File: config.mk
export PLATFORM = sky130hd
export DESIGN_NAME = alu_issue_stage
export DESIGN_NICKNAME = d
export VERILOG_FILES = /design/src/rtl/alu_issue_pkg.sv /design/src/rtl/alu_regfile.sv /design/src/rtl/alu_issue_stage.sv
export SDC_FILE = /design/constraint.sdc
export NUM_CORES = 1
export LEC_CHECK = 0
export CAP_MARGIN = 20
export CORE_ASPECT_RATIO = 0.9
export CORE_MARGIN = 5
export CORE_UTILIZATION = 61
export CTS_BUF_LIST = sky130_fd_sc_hd__clkbuf_4
export DETAILED_ROUTE_END_ITERATION = 6
export GPL_TIMING_DRIVEN = 0
export PLACE_DENSITY_LB_ADDON = 0.08
export SYNTH_ARGS = -nofsm -noshare
export SYNTH_HDL_FRONTEND = slang
export SYNTH_SLANG_ARGS = --single-unit
File: constraint.sdc
create_clock -name clk_i -period 3.75 [get_ports clk_i]
set_clock_uncertainty 0.05 [all_clocks]
set_input_delay 0.9375 -clock clk_i [delete_from_list [all_inputs] [get_ports clk_i]]
set_output_delay 0.9375 -clock clk_i [all_outputs]
set_load 0.05 [all_outputs]
File: src/rtl/alu_issue_pkg.sv
// -----------------------------------------------------------------------------
// alu_issue_pkg : shared ALU opcodes, instruction field layout and widths
// Revision 1.0
// -----------------------------------------------------------------------------
`default_nettype none

package alu_issue_pkg;

  localparam int unsigned NREG      = 8;
  localparam int unsigned C_DATA_W  = 8;
  localparam int unsigned C_RADDR_W = 3;
  localparam int unsigned C_INSTR_W = 20;
  localparam int unsigned C_CNT_W   = 3;
  localparam int unsigned C_OP_W    = 4;

  localparam int unsigned C_OP_MSB   = 19;
  localparam int unsigned C_OP_LSB   = 16;
  localparam int unsigned C_RD_MSB   = 15;
  localparam int unsigned C_RD_LSB   = 13;
  localparam int unsigned C_RS_MSB   = 12;
  localparam int unsigned C_RS_LSB   = 10;
  localparam int unsigned C_RSVD_BIT = 9;
  localparam int unsigned C_IMM_EN   = 8;
  localparam int unsigned C_IMM_MSB  = 7;
  localparam int unsigned C_IMM_LSB  = 0;
  localparam int unsigned C_RT_MSB   = 2;
  localparam int unsigned C_RT_LSB   = 0;
  localparam int unsigned C_CNT_MSB  = 2;
  localparam int unsigned C_CNT_LSB  = 0;

  typedef enum logic [C_OP_W-1:0] {
    OP_ADD  = 4'b0000,
    OP_ADC  = 4'b0001,
    OP_SUB  = 4'b0010,
    OP_SBC  = 4'b0011,
    OP_AND  = 4'b0100,
    OP_OR   = 4'b0101,
    OP_XOR  = 4'b0110,
    OP_ANDN = 4'b0111,
    OP_SHL  = 4'b1000,
    OP_SHR  = 4'b1001,
    OP_ROL  = 4'b1011
  } alu_op_e;

  function automatic logic op_is_legal(input logic [C_OP_W-1:0] op);
    logic legal;
    legal = 1'b0;
    case (alu_op_e'(op))
      OP_ADD, OP_ADC, OP_SUB, OP_SBC,
      OP_AND, OP_OR, OP_XOR, OP_ANDN,
      OP_SHL, OP_SHR, OP_ROL: legal = 1'b1;
      default:                legal = 1'b0;
    endcase
    return legal;
  endfunction

  // Logic ops (01xx) leave the carry flag untouched.
  function automatic logic op_writes_c(input logic [C_OP_W-1:0] op);
    logic wc;
    wc = 1'b0;
    case (alu_op_e'(op))
      OP_ADD, OP_ADC, OP_SUB, OP_SBC,
      OP_SHL, OP_SHR, OP_ROL: wc = 1'b1;
      default:                wc = 1'b0;
    endcase
    return wc;
  endfunction

endpackage

`default_nettype wire

File: src/rtl/alu_regfile.sv
// -----------------------------------------------------------------------------
// alu_regfile : 2R/1W general register file with R0 hard-wired to zero
// Revision 1.0
// -----------------------------------------------------------------------------
`default_nettype none

module alu_regfile
  import alu_issue_pkg::*;
#(
  parameter int unsigned NREG = 8
) (
  input  logic                 clk,
  input  logic                 rst_n,
  input  logic                 i_we,
  input  logic [C_RADDR_W-1:0] i_waddr,
  input  logic [C_DATA_W-1:0]  i_wdata,
  input  logic [C_RADDR_W-1:0] i_raddr_a,
  output logic [C_DATA_W-1:0]  o_rdata_a,
  input  logic [C_RADDR_W-1:0] i_raddr_b,
  output logic [C_DATA_W-1:0]  o_rdata_b,
  input  logic [C_RADDR_W-1:0] i_raddr_dbg,
  output logic [C_DATA_W-1:0]  o_rdata_dbg
);

  logic [C_DATA_W-1:0] r_regs [1:NREG-1];

  always_ff @(posedge clk or negedge rst_n) begin
    if (!rst_n) begin
      for (int i = 1; i < NREG; i++) r_regs[i] <= '0;
    end else if (i_we && (i_waddr != '0)) begin
      r_regs[i_waddr] <= i_wdata;
    end
  end

  assign o_rdata_a   = (i_raddr_a   == '0) ? '0 : r_regs[i_raddr_a];
  assign o_rdata_b   = (i_raddr_b   == '0) ? '0 : r_regs[i_raddr_b];
  assign o_rdata_dbg = (i_raddr_dbg == '0) ? '0 : r_regs[i_raddr_dbg];

endmodule

`default_nettype wire

File: src/rtl/alu_issue_stage.sv
// -----------------------------------------------------------------------------
// alu_issue_stage : operand issue, forwarding and writeback around an external ALU
// Revision 1.0
// -----------------------------------------------------------------------------
`default_nettype none

module alu_issue_stage
  import alu_issue_pkg::*;
#(
  parameter int unsigned NREG = 8
) (
  input  logic                 clk_i,
  input  logic                 rst_ni,
  input  logic [C_INSTR_W-1:0] instr_i,
  input  logic                 instr_valid_i,
  output logic                 instr_ready_o,
  output logic [C_DATA_W-1:0]  rs_o,
  output logic [C_DATA_W-1:0]  op2_o,
  output logic [C_CNT_W-1:0]   count_o,
  output logic                 carry_o,
  output logic [C_OP_W-1:0]    alu_op_o,
  input  logic [C_DATA_W-1:0]  res_i,
  input  logic                 carry_i,
  input  logic                 zero_i,
  output logic                 flag_c_o,
  output logic                 flag_z_o,
  output logic                 illegal_o,
  input  logic [C_RADDR_W-1:0] dbg_addr_i,
  output logic [C_DATA_W-1:0]  dbg_data_o
);

  logic [C_OP_W-1:0]    w_op;
  logic [C_RADDR_W-1:0] w_rd, w_rs, w_rt;
  logic [C_CNT_W-1:0]   w_cnt;
  logic                 w_imm_en;
  logic [C_DATA_W-1:0]  w_imm8;
  logic                 w_unused_rsvd;

  assign w_op          = instr_i[C_OP_MSB:C_OP_LSB];
  assign w_rd          = instr_i[C_RD_MSB:C_RD_LSB];
  assign w_rs          = instr_i[C_RS_MSB:C_RS_LSB];
  assign w_rt          = instr_i[C_RT_MSB:C_RT_LSB];
  assign w_cnt         = instr_i[C_CNT_MSB:C_CNT_LSB];
  assign w_imm_en      = instr_i[C_IMM_EN];
  assign w_imm8        = instr_i[C_IMM_MSB:C_IMM_LSB];
  assign w_unused_rsvd = instr_i[C_RSVD_BIT];

  logic                 r_ex_valid;
  logic [C_RADDR_W-1:0] r_ex_rd;
  logic                 r_flag_c, r_flag_z;
  logic [C_DATA_W-1:0]  r_rs, r_op2;
  logic [C_CNT_W-1:0]   r_cnt;
  logic                 r_carry;
  logic [C_OP_W-1:0]    r_alu_op;

  logic                 w_accept, w_ex_legal, w_ex_wr_c, w_fwd_rs, w_fwd_rt;
  logic [C_DATA_W-1:0]  w_rf_rs, w_rf_rt, w_rs_val, w_op2_val;
  logic                 w_carry_val;

  // The stage never stalls: it is ready exactly when out of reset.
  assign instr_ready_o = rst_ni;
  assign w_accept      = instr_valid_i & instr_ready_o;

  assign w_ex_legal  = r_ex_valid & op_is_legal(r_alu_op);
  assign w_ex_wr_c   = w_ex_legal & op_writes_c(r_alu_op);
  assign w_fwd_rs    = w_ex_legal && (r_ex_rd != '0) && (r_ex_rd == w_rs);
  assign w_fwd_rt    = w_ex_legal && (r_ex_rd != '0) && (r_ex_rd == w_rt);
  assign w_rs_val    = w_fwd_rs ? res_i : w_rf_rs;
  assign w_op2_val   = w_imm_en ? w_imm8 : (w_fwd_rt ? res_i : w_rf_rt);
  assign w_carry_val = w_ex_wr_c ? carry_i : r_flag_c;

  alu_regfile #(
    .NREG (NREG)
  ) u_regfile (
    .clk         (clk_i),
    .rst_n       (rst_ni),
    .i_we        (w_ex_legal),
    .i_waddr     (r_ex_rd),
    .i_wdata     (res_i),
    .i_raddr_a   (w_rs),
    .o_rdata_a   (w_rf_rs),
    .i_raddr_b   (w_rt),
    .o_rdata_b   (w_rf_rt),
    .i_raddr_dbg (dbg_addr_i),
    .o_rdata_dbg (dbg_data_o)
  );

  always_ff @(posedge clk_i or negedge rst_ni) begin
    if (!rst_ni) begin
      r_ex_valid <= 1'b0;
      r_ex_rd    <= '0;
      r_rs       <= '0;
      r_op2      <= '0;
      r_cnt      <= '0;
      r_carry    <= 1'b0;
      r_alu_op   <= '0;
    end else begin
      r_ex_valid <= w_accept;
      if (w_accept) begin
        r_ex_rd  <= w_rd;
        r_rs     <= w_rs_val;
        r_op2    <= w_op2_val;
        r_cnt    <= w_cnt;
        r_carry  <= w_carry_val;
        r_alu_op <= w_op;
      end
    end
  end

  always_ff @(posedge clk_i or negedge rst_ni) begin
    if (!rst_ni) begin
      r_flag_c <= 1'b0;
      r_flag_z <= 1'b0;
    end else if (w_ex_legal) begin
      r_flag_z <= zero_i;
      if (w_ex_wr_c) r_flag_c <= carry_i;
    end
  end

  assign rs_o      = r_rs;
  assign op2_o     = r_op2;
  assign count_o   = r_cnt;
  assign carry_o   = r_carry;
  assign alu_op_o  = r_alu_op;
  assign flag_c_o  = r_flag_c;
  assign flag_z_o  = r_flag_z;
  assign illegal_o = r_ex_valid & ~op_is_legal(r_alu_op);

endmodule

`default_nettype wire

==> results_tabular.tex <==
\begin{tabular}{lr}
\hline
Metric & Value \\
\hline
\multicolumn{2}{l}{\textbf{STA}} \\
\quad Relative slew slack & 0.549 \\
\quad Total Negative Setup Slacks & 0 ps \\
\quad Final setup violation count & 0 \\
\quad Measured slew at the worst slew-check pin & $\sim$670 ps \\
\quad Unrepaired setup endpoints after global routing & no \\
\quad Final count of hold timing violations & 0 \\
\quad Crit share post-route & 0.976 \\
\quad Achievable clock frequency & 0.273 GHz \\
\quad Post-route minimum period & 3660 ps \\
\quad Number of pins with negative max-slew slack in the final report & 0 \\
\multicolumn{2}{l}{\textbf{Global route}} \\
\quad Overall overflow remaining after global route & 0 \\
\quad Global Route Usage Sum & 0.276 \\
\quad First-pass GRT wire length & 22400 um \\
\quad Number of antenna violations at the first check in global routing & 0 \\
\quad Largest net degree at the start of global routing & 50 \\
\quad Via count of the first global-routing pass & slightly above 4000 \\
\multicolumn{2}{l}{\textbf{Route}} \\
\quad Mean number of vias per cell & 6.41 \\
\quad Post-route DRC & 0 \\
\quad Number of vias after detailed routing & just under 4000 \\
\quad Average routed wire per standard cell & about 22 um \\
\quad Number of nets still failing antenna checks after routing & 0 \\
\quad Drt total wl & roughly 14000 um \\
\quad Violation count after the first detailed-route iteration & approximately 240 \\
\quad Pre-Repair DR Iteration Count & 5 \\
\multicolumn{2}{l}{\textbf{Layout}} \\
\quad Multi-input gate area in the final layout & about 0.0028 sq mm \\
\quad Area of all placed cells without fillers & about 0.0060 sq mm \\
\quad Number of antenna repair diodes & 0 \\
\quad Register area & $\sim$0.0022 sq mm \\
\quad Net count of the finished layout & $\sim$550 \\
\quad Fraction of final layout cells sized beyond drive strength 1 & 0.309 \\
\quad Area growth syn-to-layout & 17.8\% \\
\quad Filler Cell Count & 576 \\
\multicolumn{2}{l}{\textbf{Setup path}} \\
\quad Data required time at the worst endpoint & about 2800 ps \\
\quad Crit Path Category & in2out \\
\quad Crit-path max FO & 10 \\
\quad Category of the worst setup path launch point & primary input \\
\quad Setup crit end & dbg\_data\_o[5] \\
\quad Worst Reg-to-Reg Cells & 6 \\
\quad RR Endpoint & rs\_o[3]\$\_DFFE\_PN0P\_ \\
\quad FF-to-FF Start & r\_ex\_rd[0]\$\_DFFE\_PN0P\_ \\
\quad Worst Setup End Kind & output pin \\
\quad Launching element of the worst setup path & dbg\_addr\_i[1] \\
\quad Worst setup slack for register-to-register paths & about 1600 ps \\
\quad Delay of the slowest critical-path stage & roughly 430 ps \\
\quad Worst path arrival time & approximately 2700 ps \\
\quad Series of cell instances along the critical path & clkbuf\_1 -> buf\_2 -> mux2\_2 -> a22oi\_1 -> o21ai\_1 -> dlygate4sd2\_1 \\
\quad Critical-path cell with the highest stage delay & dlygate4sd2\_1 \\
\multicolumn{2}{l}{\textbf{Clocking}} \\
\quad Number of clock buffers inserted by TritonCTS & 9 \\
\quad CTS tree & done \\
\quad Register clock-pin slew on the reported worst setup and hold paths & around 140 ps \\
\quad Insertion delay to the later sink of the worst-skew pair & about 440 ps \\
\quad Clk buf depth & 2 \\
\quad Setup bufs post-CTS & 0 \\
\quad TritonCTS sink count & 86 \\
\quad H-tree depth reported by CTS & 3 \\
\quad Clk root buf & clkbuf\_4 \\
\multicolumn{2}{l}{\textbf{Placed design}} \\
\quad Detailed Place HPWL & approximately 10000 um \\
\quad RD Place Congestion & roughly 0.91 \\
\quad Placed cell areas & 0.00592 sq mm \\
\quad Quantity of I/O buffers inserted on ports & between 60 and 70 \\
\multicolumn{2}{l}{\textbf{Logic synthesis}} \\
\quad Main flop type after synthesis & dfrtp\_1 \\
\quad Warnings, synthesis & 0 \\
\quad Number of enable-type register cells in the synthesized netlist & 0 \\
\quad Syn Std Cell Area & roughly 0.005 sq mm \\
\quad Average cell area after synthesis & 11.6 sq um \\
\quad Syn Inst Count & between 400 and 500 \\
\quad Share of flip-flops with an asynchronous set or reset after synthesis & 1.00 \\
\quad Post-synthesis sequential area ratio & 0.419 \\
\quad Synthesized netlist net count & approximately 480 \\
\quad Post-synthesis sequential element count & 86 \\
\quad Cell variety after synth & 51 \\
\multicolumn{2}{l}{\textbf{Floorplan}} \\
\quad Die H & between 90 and 100 um \\
\quad Num rows & 31 \\
\quad Area of the die & roughly 0.010 sq mm \\
\quad I/O pin total & 72 \\
\quad Chip width & approximately 110 um \\
\quad Effective utilization at floorplan & 0.630 \\
\quad Core area & roughly 0.0081 sq mm \\
\multicolumn{2}{l}{\textbf{Power}} \\
\quad Static Leakage & 2.52 nW \\
\quad Peak supply drop & around 400 uV \\
\quad Pwr dens & between 600 and 700 mW/mm\^{}2 \\
\quad Total chip power & 0.00380 W \\
\multicolumn{2}{l}{\textbf{Min path}} \\
\quad Type of the tightest min-delay check & in2async \\
\multicolumn{2}{l}{\textbf{Run}} \\
\quad Max Cap Violations & 0 \\
\multicolumn{2}{l}{\textbf{Outcome}} \\
\quad Outcome & finished clean \\
\hline
\end{tabular}
-- worst max-delay path: cells and delay by family --
family | cells | cell delay [ps]
multiplexers | 1 | 370
buffers and inverters | 3 | 1140
AO/OA/AOI/OAI | 2 | 230
-- timing repair --
action,in CTS,in global routing
resized for setup,10,15
endpoints found under the setup margin,8,8
hold buffers,0,0
-- through the flow --
stage	std cells	setup WS, ps	hold slack (ps)	utilization
finish	620	89.1	398	0.742
global route	620	9.52	404	0.742
CTS	620	6.92	403	0.745
detailed placement	605	-479	418	0.727
global placement	604	-2680	410	0.724
floorplan	441	226	457	-
-- worst min-delay path by stage --
| stage | start | end | slack (ps) | cells after the start |
|---|---|---|---|---|
| 3_5_place_dp | count_o[0]$_DFFE_PN0P_ | count_o[0]$_DFFE_PN0P_ | 420 | 2 |
| 4_1_cts | rst_ni | alu_op_o[1]$_DFFE_PN0P_ | 400 | 1 |
| 2_1_floorplan | u_regfile.r_regs[24]$_DFFE_PN0P_ | u_regfile.r_regs[24]$_DFFE_PN0P_ | 460 | 1 |
| 6_report | rst_ni | alu_op_o[1]$_DFFE_PN0P_ | 400 | 1 |
| 3_3_place_gp | carry_o$_DFFE_PN0P_ | carry_o$_DFFE_PN0P_ | 410 | 2 |
| 5_1_grt | rst_ni | alu_op_o[1]$_DFFE_PN0P_ | 400 | 1 |
-- cells in the final DEF (no fill, tap or decap), types with 10 or more instances in the layout --
cell type        instances
nand2_1                 52
a21oi_1                 14
clkbuf_4                11
a22oi_1                 14
mux2_2                  80
a221oi_1                12
clkbuf_2                10
nor2_1                  20
dfrtp_1                 86
clkdlybuf4s50_1         55
buf_2                   10
mux2i_1                 16
nor2b_1                 19
mux4_2                  11
-- cells in the mapped netlist, types with 3 or more instances --
| library cell | instances | area, sq um |
|---|---|---|
| mux4_2 | 11 | 248 |
| buf_4 | 5 | 37.5 |
| buf_2 | 9 | 45.0 |
| dfrtp_1 | 86 | 2150 |
| mux4_4 | 6 | 150 |
| a31oi_1 | 5 | 31.3 |
| o32ai_2 | 6 | 97.6 |
| buf_6 | 4 | 45.0 |
| o21ai_0 | 17 | 85.1 |
| nor2_1 | 20 | 75.1 |
| or2b_1 | 3 | 22.5 |
| a21oi_1 | 14 | 70.1 |
| nand2_1 | 52 | 195 |
| mux2_2 | 80 | 901 |
| a22oi_1 | 14 | 105 |
| nand3_1 | 3 | 15.0 |
| a221oi_1 | 12 | 105 |
| xnor2_1 | 3 | 26.3 |
| clkbuf_1 | 9 | 33.8 |
| a311oi_1 | 6 | 52.6 |
| a211oi_1 | 7 | 52.6 |
| nor2b_1 | 19 | 119 |
| mux2i_1 | 16 | 160 |
-- area by class of cell --
type / instances / share of cell area
timing repair buffer: 65 / 0.104
inverter: 3 / 0.00186
clock buffer: 11 / 0.0137
multi-input combinational: 320 / 0.460
buffer: 32 / 0.0325
clock inverter: 4 / 0.0120
sequential: 86 / 0.356
tap: 99 / 0.0205
-- report_power, final --
group | leakage, nW | internal [W] | switching, W
combinational | 1.42 | 0.000792 | 0.000797
clock | 0.0829 | 0.000281 | 0.000309
sequential | 1.02 | 0.00127 | 0.000350
-- flip-flops by register name (all words and copies together) (netlist names) --
register / count
flag_z_o: 1
count_o: 3
alu_op_o: 4
op2_o: 8
u_regfile.r_regs: 56
r_ex_valid: 1
carry_o: 1
flag_c_o: 1
rs_o: 8
r_ex_rd: 3
-- cell families (layout without fill, tap and decap cells) --
family	after synthesis	after routing	share of synthesized area
multiplexers	113	113	0.284
XOR/XNOR	4	4	0.00682
AO/OA/AOI/OAI	90	90	0.133
buffers and inverters	35	115	0.0397
flip-flops	86	86	0.419
AND/OR/NAND/NOR	113	113	0.118
-- metal layers --
metal  vias to the layer above  share of wire  track usage  routed length [um]
met2                       192           0.46        0.420                6280
met3                        27          0.087       0.0766                1180
met5                         -              0            0                   0
met1                      1954           0.43        0.390                5800
met4                         0          0.021       0.0777                 284
li1                       1800              -            -                   -
No activity file was read; power rests on OpenSTA's default activity.
